<file path="config.mk">
export PLATFORM = sky130hd
export DESIGN_NAME = pipe_ctrl
export DESIGN_NICKNAME = d
export VERILOG_FILES = /design/src/rtl/pipe_ctrl.sv
export SDC_FILE = /design/constraint.sdc
export NUM_CORES = 1
export LEC_CHECK = 0
export CORE_MARGIN = 2
export CORE_UTILIZATION = 30
export CTS_BUF_LIST = sky130_fd_sc_hd__clkbuf_4
export CTS_CLUSTER_DIAMETER = 40
export CTS_CLUSTER_SIZE = 14
export DETAILED_ROUTE_END_ITERATION = 10
export GPL_ROUTABILITY_DRIVEN = 0
export PLACE_DENSITY_LB_ADDON = 0.3
export SLEW_MARGIN = 20
export SYNTH_ARGS = -nofsm -noshare
export SYNTH_HDL_FRONTEND = slang
export SYNTH_SLANG_ARGS = --single-unit
export TNS_END_PERCENT = 30
</file>
<file path="constraint.sdc">
create_clock -name clk -period 2.98 [get_ports clk]
set_input_delay 0.298 -clock clk [delete_from_list [all_inputs] [get_ports clk]]
set_output_delay 0.298 -clock clk [all_outputs]
set_load 0.02 [all_outputs]
</file>
<file path="src/rtl/pipe_ctrl.sv">
// pipe_ctrl: pipeline control unit for the five-stage Y86-64 pipeline (F, D, E, M, W).
//
// Produces the per-stage stall/bubble controls for load/use hazards, mispredicted jumps,
// ret, exceptional status and multi-cycle data-memory accesses. A small IDLE/WAIT/ERR FSM
// sequences the M-stage data-memory handshake and declares a sticky memory error when an
// access is not acknowledged within MEM_TIMEOUT wait cycles.
//
// Parameters:
//   MEM_TIMEOUT  max WAIT cycles before a memory error (1..255)
//   CNT_W        width of the stall-cycle counter
//
// Ports:
//   clk, rst_n             clock, synchronous active-low reset
//   D_icode                icode in D register
//   d_srcA, d_srcB         decode-stage sources (0xF = none)
//   E_icode, E_dstM        icode / memory destination in E register
//   e_cnd                  execute-stage condition result
//   M_icode, m_stat        icode in M register, memory-stage status
//   W_stat                 status in W register
//   dmem_ack               data memory completes access this cycle
//   dmem_req               data memory request
//   {F,D,E,M,W}_stall      hold the stage register
//   {D,E,M,W}_bubble       load a bubble into the stage register
//   halted                 sticky: pipeline frozen
//   mem_err                sticky: memory timeout occurred
//   stall_cnt              saturating count of cycles with F_stall=1

module pipe_ctrl #(
   parameter int unsigned MEM_TIMEOUT = 16,
   parameter int unsigned CNT_W       = 32
) (
   input  logic             clk,
   input  logic             rst_n,
   input  logic [3:0]       D_icode,
   input  logic [3:0]       d_srcA,
   input  logic [3:0]       d_srcB,
   input  logic [3:0]       E_icode,
   input  logic [3:0]       E_dstM,
   input  logic             e_cnd,
   input  logic [3:0]       M_icode,
   input  logic [1:0]       m_stat,
   input  logic [1:0]       W_stat,
   input  logic             dmem_ack,
   output logic             dmem_req,
   output logic             F_stall,
   output logic             D_stall,
   output logic             D_bubble,
   output logic             E_stall,
   output logic             E_bubble,
   output logic             M_stall,
   output logic             M_bubble,
   output logic             W_stall,
   output logic             W_bubble,
   output logic             halted,
   output logic             mem_err,
   output logic [CNT_W-1:0] stall_cnt
);

   localparam logic [1:0] StatAok  = 2'b00;

   localparam logic [3:0] IRmmovq = 4'h4;
   localparam logic [3:0] IMrmovq = 4'h5;
   localparam logic [3:0] IJxx    = 4'h7;
   localparam logic [3:0] ICall   = 4'h8;
   localparam logic [3:0] IRet    = 4'h9;
   localparam logic [3:0] IPushq  = 4'hA;
   localparam logic [3:0] IPopq   = 4'hB;
   localparam logic [3:0] RNone   = 4'hF;

   localparam logic [7:0]       TimeoutCnt = 8'(MEM_TIMEOUT);
   localparam logic [CNT_W-1:0] CntMax     = {CNT_W{1'b1}};
   localparam logic [CNT_W-1:0] CntOne     = {{(CNT_W-1){1'b0}}, 1'b1};

   typedef enum logic [1:0] {StIdle, StWait, StErr} state_e;

   state_e           state_q, state_d;
   logic [7:0]       wcnt_q, wcnt_d;
   logic             halted_q, halted_d;
   logic             mem_err_q, mem_err_d;
   logic [CNT_W-1:0] stall_cnt_q, stall_cnt_d;

   logic loaduse, ret_p, mispred, m_mem, mem_wait, frz;

   // Hazard detection
   always_comb begin
      loaduse = (E_icode == IMrmovq || E_icode == IPopq) && (E_dstM != RNone) &&
                (E_dstM == d_srcA || E_dstM == d_srcB);
      ret_p   = (D_icode == IRet) || (E_icode == IRet) || (M_icode == IRet);
      mispred = (E_icode == IJxx) && !e_cnd;
      m_mem   = (M_icode == IRmmovq || M_icode == IMrmovq || M_icode == ICall ||
                 M_icode == IRet || M_icode == IPushq || M_icode == IPopq) &&
                (m_stat == StatAok);
      // Once in ERR the access is abandoned; the freeze holds the pipeline instead.
      mem_wait = m_mem && !dmem_ack && (state_q != StErr);
      frz      = halted_q || (W_stat != StatAok);
   end

   // Stage controls
   always_comb begin
      F_stall  = loaduse || ret_p || mem_wait || frz;
      D_stall  = loaduse || mem_wait || frz;
      D_bubble = !D_stall && (mispred || ret_p);
      E_stall  = mem_wait || frz;
      E_bubble = !E_stall && (mispred || loaduse);
      M_stall  = mem_wait || frz;
      M_bubble = !M_stall && ((m_stat != StatAok) || (W_stat != StatAok));
      W_stall  = frz;
      W_bubble = mem_wait && !frz;
   end

   // Memory handshake FSM and sticky state
   always_comb begin
      state_d     = state_q;
      wcnt_d      = wcnt_q;
      dmem_req    = 1'b0;
      halted_d    = halted_q || (W_stat != StatAok);
      mem_err_d   = mem_err_q;
      stall_cnt_d = stall_cnt_q;

      unique case (state_q)
         StIdle: begin
            dmem_req = m_mem && !halted_q;
            // An ack in the request cycle is a zero-wait access.
            if (dmem_req && !dmem_ack) begin
               state_d = StWait;
               wcnt_d  = 8'd1;
            end
         end
         StWait: begin
            dmem_req = 1'b1;
            if (dmem_ack) begin
               state_d = StIdle;
               wcnt_d  = 8'd0;
            end else if (wcnt_q == TimeoutCnt) begin
               state_d   = StErr;
               halted_d  = 1'b1;
               mem_err_d = 1'b1;
            end else begin
               wcnt_d = wcnt_q + 8'd1;
            end
         end
         StErr: begin
            dmem_req = 1'b0;
         end
         default: begin
            state_d = StIdle;
         end
      endcase

      if (F_stall && (stall_cnt_q != CntMax)) begin
         stall_cnt_d = stall_cnt_q + CntOne;
      end
   end

   always_ff @(posedge clk) begin
      if (!rst_n) begin
         state_q     <= StIdle;
         wcnt_q      <= 8'd0;
         halted_q    <= 1'b0;
         mem_err_q   <= 1'b0;
         stall_cnt_q <= '0;
      end else begin
         state_q     <= state_d;
         wcnt_q      <= wcnt_d;
         halted_q    <= halted_d;
         mem_err_q   <= mem_err_d;
         stall_cnt_q <= stall_cnt_d;
      end
   end

   assign halted    = halted_q;
   assign mem_err   = mem_err_q;
   assign stall_cnt = stall_cnt_q;

endmodule

</file>
==> impl_metrics.yaml, run 1 <==
status:
  status: "finished, final reports clean"
setup_path:
  r2r_start: "stall_cnt[0]"
  cp_cell_sequence: "clkdlybuf4s50_1 > xor2_1 > nor4_1 > o2111ai_1 > nor2b_4 > inv_1 > clkdlybuf4s50_1"
  cp_max_fo: 3
  crit_buf_inv: 3
  path_common_cell: "clkdlybuf4s50_1"
  cpPeakStageDelay_ns: 0.63
  path_class: "primary input to output pin"
  cp_slowest_cell: "clkdlybuf4s50_1"
  crit_start: "E_dstM[0]"
  crit_family: "buffers and inverters"
  cp-start-kind: "primary input"
  critPathCaptureType: "output pin"
  critPathArrivalTime_ns: 2.39
  crit_required_ns: 2.68
routing:
  wl_mm: 6.847
  vias: 2600
  vias_per_cell: 5.383
  firstDrtPassIters: 4
  first_iter_violations: 100
  post_drt_wl_per_cell_um: 14.18
  antenna_left: 0
  drcViolationCount: 0
clock_network:
  cts.sinks: 44
  cts_tree: "done"
  clk_latency_ns: 0.36
  clock_path_buffers: 2
  cts_buffers: 5
  ctsRootBufferMaster: "clkbuf_4"
  clk_pin_slew_ns: 0.14
  cts_setup_buffers: 0
  cts_resized: 0
  h-tree-depth: 2
  cts_hold_buffers: 0
place:
  pre_cts_slack_ns: 0.2874
  placedInstanceArea_mm2: 0.003351
  io_buffers: 75
  dp_hpwl_mm: 4.971
synth:
  yosys-mux-area-fraction_pct: 1.987
  yosys.area_share.simple_pct: 32.79
  synth_top_family_by_area: "simple AND/OR/NAND/NOR gates"
  ys_ff_latch: 44
  synthesis.area_mm2: 0.002519
  seq_area_frac_synth_pct: 34.97
  postSynthNetCount: 342
  syn-mean-instance-area_um2: 8.204
  synth_xor_area_share_pct: 4.521
  postSynthCellCount: 307
  synth_fa_ha_area_share_pct: 1.490
  synth_compound_area_share_pct: 19.72
  synthDistinctLibCells: 47
  ys_warn_count: 0
cells_and_area:
  syn_to_final_growth_pct: 36.21
  drive_above_1_share_pct: 4.233
  fillCellCount: 835
  final_nets: 412
  num_antenna_cells: 0
  stdcell_area_mm2: 0.003431
power:
  cell_internal_pwr_uw: 844.6
  p_switching_uw: 284.5
  clock_power_share_pct: 33.6
  power_leakage_nw: 1.168
  pwr-share-comb_pct: 13.1
  p_per_area_mw_per_mm2: 329.1
  power.share.switching_pct: 25.19
  p_seq_share_pct: 53.3
  ir_worst_vdd_uv: 144.9
sta:
  clock_skew_ns: 0.01441
  hold_viol: 0
  setup_viol: 0
  timing.fmax_mhz: 371.4
  hold_slack_ns: 0.4639
  final.setup.tns_ns: 0
  fin_crit_ns: 2.692
  finalCritPeriodShare_pct: 90.34
  rsz0062_at_grt: "false"
  tightest_slew_ns: 0.8208
  slew_viol_final: 0
  max_slew_margin_pct: 45.22
  worst_slack_ns: 0.2878
floorplan:
  fp.dieH_um: 95.63
  coreArea_mm2: 0.008175
  start_util_pct: 30.81
  ios: 76
  row_count: 33
  dieArea_mm2: 0.009144
  die-width_um: 95.63
flow_run:
  cap_violations: 0
global_routing:
  antenna_found_initial: 0
  grt_pass1_wl_mm: 10.88
  grtUsageTotal_pct: 14.68
  grt_overflow_total: 0
  grt_pass1_vias: 2370
  grt_max_degree: 32
min_path:
  hp-start: "mem_err"
  hp-class: "flip-flop to flip-flop"
## registers in the layout, summed over array words and instances, names as in the netlist
signal     count
stall_cnt     32
wcnt_q         8
state_q        2
halted         1
mem_err        1
## area by class of cell
cell class                      count  area, µm²  area share (%)
Timing Repair Buffer               79      780.7           22.76
Sequential cell                    44      880.8           25.67
Clock inverter                      3      42.54           1.240
Multi-Input combinational cell    238       1524           44.42
Inverter                            9      33.78          0.9847
Clock buffer                        5      37.54           1.094
Tap cell                          105      131.4           3.829
## Yosys cell counts, drive strengths merged
cell     instances  area share [%]
nor2            17             2.5
o211a            1            0.40
a41oi            1            0.35
nand2b           9             2.2
nand4           14             4.0
a211o            1            0.35
a21boi           1            0.30
nor3             9             1.8
a41o             1            0.40
nor4             6             1.7
and3            11             2.7
o21ai           13             2.6
o21a             8             2.4
and4             7             2.4
a31oi            1            0.25
nand2           23             3.4
and2             2            0.50
nor4bb           2            0.79
o311ai           2            0.70
xor2            13             4.5
o31a             2            0.70
o211ai           1            0.30
nor3b            1            0.30
or3             10             2.5
a311oi           2            0.70
o31ai            8             2.4
dfxtp           44              35
o41ai            3             1.0
clkbuf           7             1.0
nor2b            3             1.0
ha               3             1.5
a21oi           26             5.2
inv              9             1.3
buf              9             2.1
nand3b           1            0.30
a2111oi          1            0.35
or4              9             2.7
o2111ai          3             1.0
mux2i            5             2.0
nor4b            3             1.0
a31o             1            0.35
nand3           14             2.8
## layer usage
layer	global-route usage, %	routed length [µm]	vias to the layer above	part of all wire [%]
met2	24.30	3115	76	45
met1	18.90	3166	1212	46
met5	0	0	-	0
met4	4.167	24	0	0.35
met3	3.636	541	2	7.9
li1	-	-	1310	-
## worst paths after layout
kind	end	slack, ns	depth (start not counted)
hold / removal	mem_err	0.46	2
setup reg to reg	stall_cnt[11]	0.54	7
setup / recovery	F_stall	0.29	7
hold reg to reg	mem_err	0.46	2
## layout by cell type, fill, tap and decap left out, types with 3 or more instances in the layout
cell type	Yosys	final
dfxtp_1	44	44
xor2_1	13	13
o41ai_1	3	3
nor2_1	17	17
and4_1	7	7
nand4_1	12	12
or3_1	10	10
nand3_1	14	14
mux2i_1	5	5
o21a_1	8	8
ha_1	3	3
clkdlybuf4s50_1	0	75
o2111ai_1	3	3
nor3_1	9	9
nand2_1	23	23
buf_4	1	4
inv_1	9	9
clkbuf_4	0	5
o21ai_0	13	13
nand2b_1	9	9
nor4b_1	3	3
a21oi_1	26	26
o31ai_1	8	8
nor4_1	5	5
and3_1	11	11
or4_1	9	9
## tightest hold or removal path, delay by kind of cell (launching register included)
kind | cells | cell delay [ns]
AOI/OAI and AO/OA | 1 | 0.05
buffers and inverters | 1 | 0.05
DFF | 1 | 0.33
## cells by family (layout without fill, tap and decap cells)
kind of cell,after synthesis,in the layout
compound gates,76,76
xor+xnor,13,13
fa+ha+maj,3,3
buf+inv,25,96
flops,44,44
mux,5,5
simple gates,141,141
## power groups by stage
stage / logic, mW / registers (mW) / clock network [mW]
after detailed placement: 0.148 / 0.615 / 0
after global routing: 0.161 / 0.604 / 0.412
final: 0.148 / 0.602 / 0.379
after floorplan: 0.0631 / 0.619 / 0
after global placement: 0.146 / 0.615 / 0
after CTS: 0.149 / 0.602 / 0.399
## through the flow
| step | utilization (%) | std cells | total power [mW] |
|---|---|---|---|
| floorplan | - | 307 | 0.6818 |
| global placement | 40.99 | 475 | 0.7608 |
| detailed placement | 40.99 | 475 | 0.7635 |
| CTS | 41.97 | 483 | 1.150 |
| global route | 41.97 | 483 | 1.176 |
| finish | 41.97 | 483 | 1.129 |
Power figures use the tool's default switching activity.
==> inputs of run 2 (changes only) <==
--- a/config.mk
+++ b/config.mk
@@ -7,8 +7,6 @@
 export LEC_CHECK = 0
 export CORE_MARGIN = 2
 export CORE_UTILIZATION = 30
-export CTS_BUF_LIST = sky130_fd_sc_hd__clkbuf_4
-export CTS_CLUSTER_DIAMETER = 40
 export CTS_CLUSTER_SIZE = 14
 export DETAILED_ROUTE_END_ITERATION = 10
 export GPL_ROUTABILITY_DRIVEN = 0
==> constraint.sdc (replaced) <==
create_clock -name clk -period 2.3 [get_ports clk]
set_input_delay 0.23 -clock clk [delete_from_list [all_inputs] [get_ports clk]]
set_output_delay 0.23 -clock clk [all_outputs]
set_load 0.02 [all_outputs]
==> run 2 against run 1 <==
Power increased by 42%; setup slack got worse by 0.18 ns; global-route usage increased by 0.31 points; critical path type is now primary input to flip-flop; critical endpoint is now stall_cnt[4]; largest power group unchanged.
==> impl_metrics.yaml, run 2 (synthesis gave the netlist of run 1 again) <==
global_routing:
  grt_pass1_wl_mm: 10.98
  grt_max_degree: 26
  grtUsageTotal_pct: 14.99
  antenna_found_initial: 0
  grt_overflow_total: 0
  grt_pass1_vias: 2442
routing:
  first_iter_violations: 90
  wl_mm: 7.153
  vias: 2709
  firstDrtPassIters: 4
  vias_per_cell: 5.312
  post_drt_wl_per_cell_um: 14.03
  antenna_left: 0
  drcViolationCount: 0
setup_path:
  reg2reg_slack_ns: 0.17
  path_class: "primary input to flip-flop"
  crit_start: "E_dstM[3]"
  crit_required_ns: 2.53
  cp_max_fo: 24
  r2r_start: "stall_cnt[0]"
  cp-start-kind: "primary input"
  critPathCaptureType: "flip-flop"
  critPathArrivalTime_ns: 2.42
place:
  placedInstanceArea_mm2: 0.003566
  dp_hpwl_mm: 5.209
  placed_cells: 502
  io_buffers: 75
floorplan:
  fp.dieH_um: 95.63
  dieArea_mm2: 0.009144
  coreArea_mm2: 0.008175
  row_count: 33
  die-width_um: 95.63
  start_util_pct: 30.81
  ios: 76
power:
  ir_worst_vdd_uv: 217.1
  p_per_area_mw_per_mm2: 431.7
  power_leakage_nw: 1.357
cells_and_area:
  largest_reg_flops: 32
  mostFrequentLayoutCells: "clkdlybuf4s50_1 (66), dfxtp_1 (43), buf_4 (30)"
  instances_no_fill: 510
  layout_commonest_cell: "clkdlybuf4s50_1"
  fillCellCount: 786
  stdcell_area_mm2: 0.003715
  drive_above_1_share_pct: 13.33
  num_antenna_cells: 0
  final_nets: 439
  syn_to_final_growth_pct: 47.49
clock_network:
  clock_path_buffers: 2
  cts_hold_buffers: 0
  cts_buffers: 5
  cts_tree: "done"
  ctsRootBufferMaster: "clkbuf_8"
  clk_pin_slew_ns: 0.09
  cts.sinks: 44
  h-tree-depth: 2
  cts_setup_buffers: 0
  clk_latency_ns: 0.30
sta:
  slew_viol_final: 0
  hold_slack_ns: 0.4559
  tightest_slew_ns: 0.8916
  timing.fmax_mhz: 456.7
  setup_viol: 0
  max_slew_margin_pct: 40.50
  hold_viol: 0
  finalCritPeriodShare_pct: 95.20
  fin_crit_ns: 2.190
  clock_skew_ns: 0.01180
flow_run:
  cap_violations: 0
min_path:
  hp-class: "flip-flop to flip-flop"
  hp-start: "mem_err"
status:
  status: "finished, final reports clean"
[run 2: changes by cell type in the layout (fill, tap and decap cells not counted), sizes merged]
cell / previous run / this run
buf: 4 / 31
dlymetal6s2s: 0 / 4
dlygate4sd2: 0 / 4
clkinvlp: 0 / 1
clkinv: 2 / 1
clkdlybuf4s50: 75 / 66
clkbuf: 5 / 6
[run 2: per-stage QoR]
stage                     total power [mW]  util (%)  setup slack [ns]  setup TNS [ns]
after floorplan                     0.8834         -            0.1520               0
after global placement               1.016     43.62           -0.2060          -4.579
after detailed placement             1.019     43.62           -0.2638          -5.991
after CTS                            1.618     44.90           0.02675               0
after global routing                 1.671     45.44          -0.04565        -0.05843
final                                1.604     45.44            0.1104               0
[run 2: worst max-delay path, cell delays in order]
cell and delay, ns:
clkdlybuf4s50_1 0.47, xor2_1 0.19, nor4_2 0.27, o2111ai_2 0.18
nor2b_4 0.19, buf_4 0.20, or4_1 0.52, a21oi_1 0.15
[run 2: layout make-up]
class | instances | area, µm² | area share [%]
Clock inverter | 3 | 42.54 | 1.145
Clock buffer | 5 | 68.82 | 1.852
Sequential cell | 44 | 882.1 | 23.75
Tap cell | 105 | 131.4 | 3.537
Inverter | 9 | 33.78 | 0.9094
Multi-Input combinational cell | 238 | 1560 | 42.00
Timing Repair Buffer | 106 | 996.0 | 26.81
[run 2: per-layer routing]
layer | GRT usage (%) | part of all wire (%)
met4 | 3.690 | 0.92
met1 | 18.10 | 45
met2 | 26.52 | 47
met3 | 3.715 | 7.7
met5 | 0 | 0
[run 2: report_power, final]
group / internal [mW] / leakage, nW / switching [mW] / total, mW
sequential: 0.768 / 0.356 / 0.00730 / 0.776
clock: 0.322 / 0.0541 / 0.279 / 0.601
combinational: 0.120 / 0.947 / 0.107 / 0.227
total: 1.21 / 1.36 / 0.393 / 1.60
[run 2: final timing paths]
kind | endpoint | cells past startpoint
hold / removal | mem_err | 2
setup reg to reg | stall_cnt[11] | 8
setup / recovery | stall_cnt[4] | 8
hold reg to reg | mem_err | 2
[run 2: timing repair]
item / 4_1_cts / 5_1_grt
gates resized for setup: 5 / 15
pin swaps: 0 / 4
setup endpoints to repair: 5 / 17
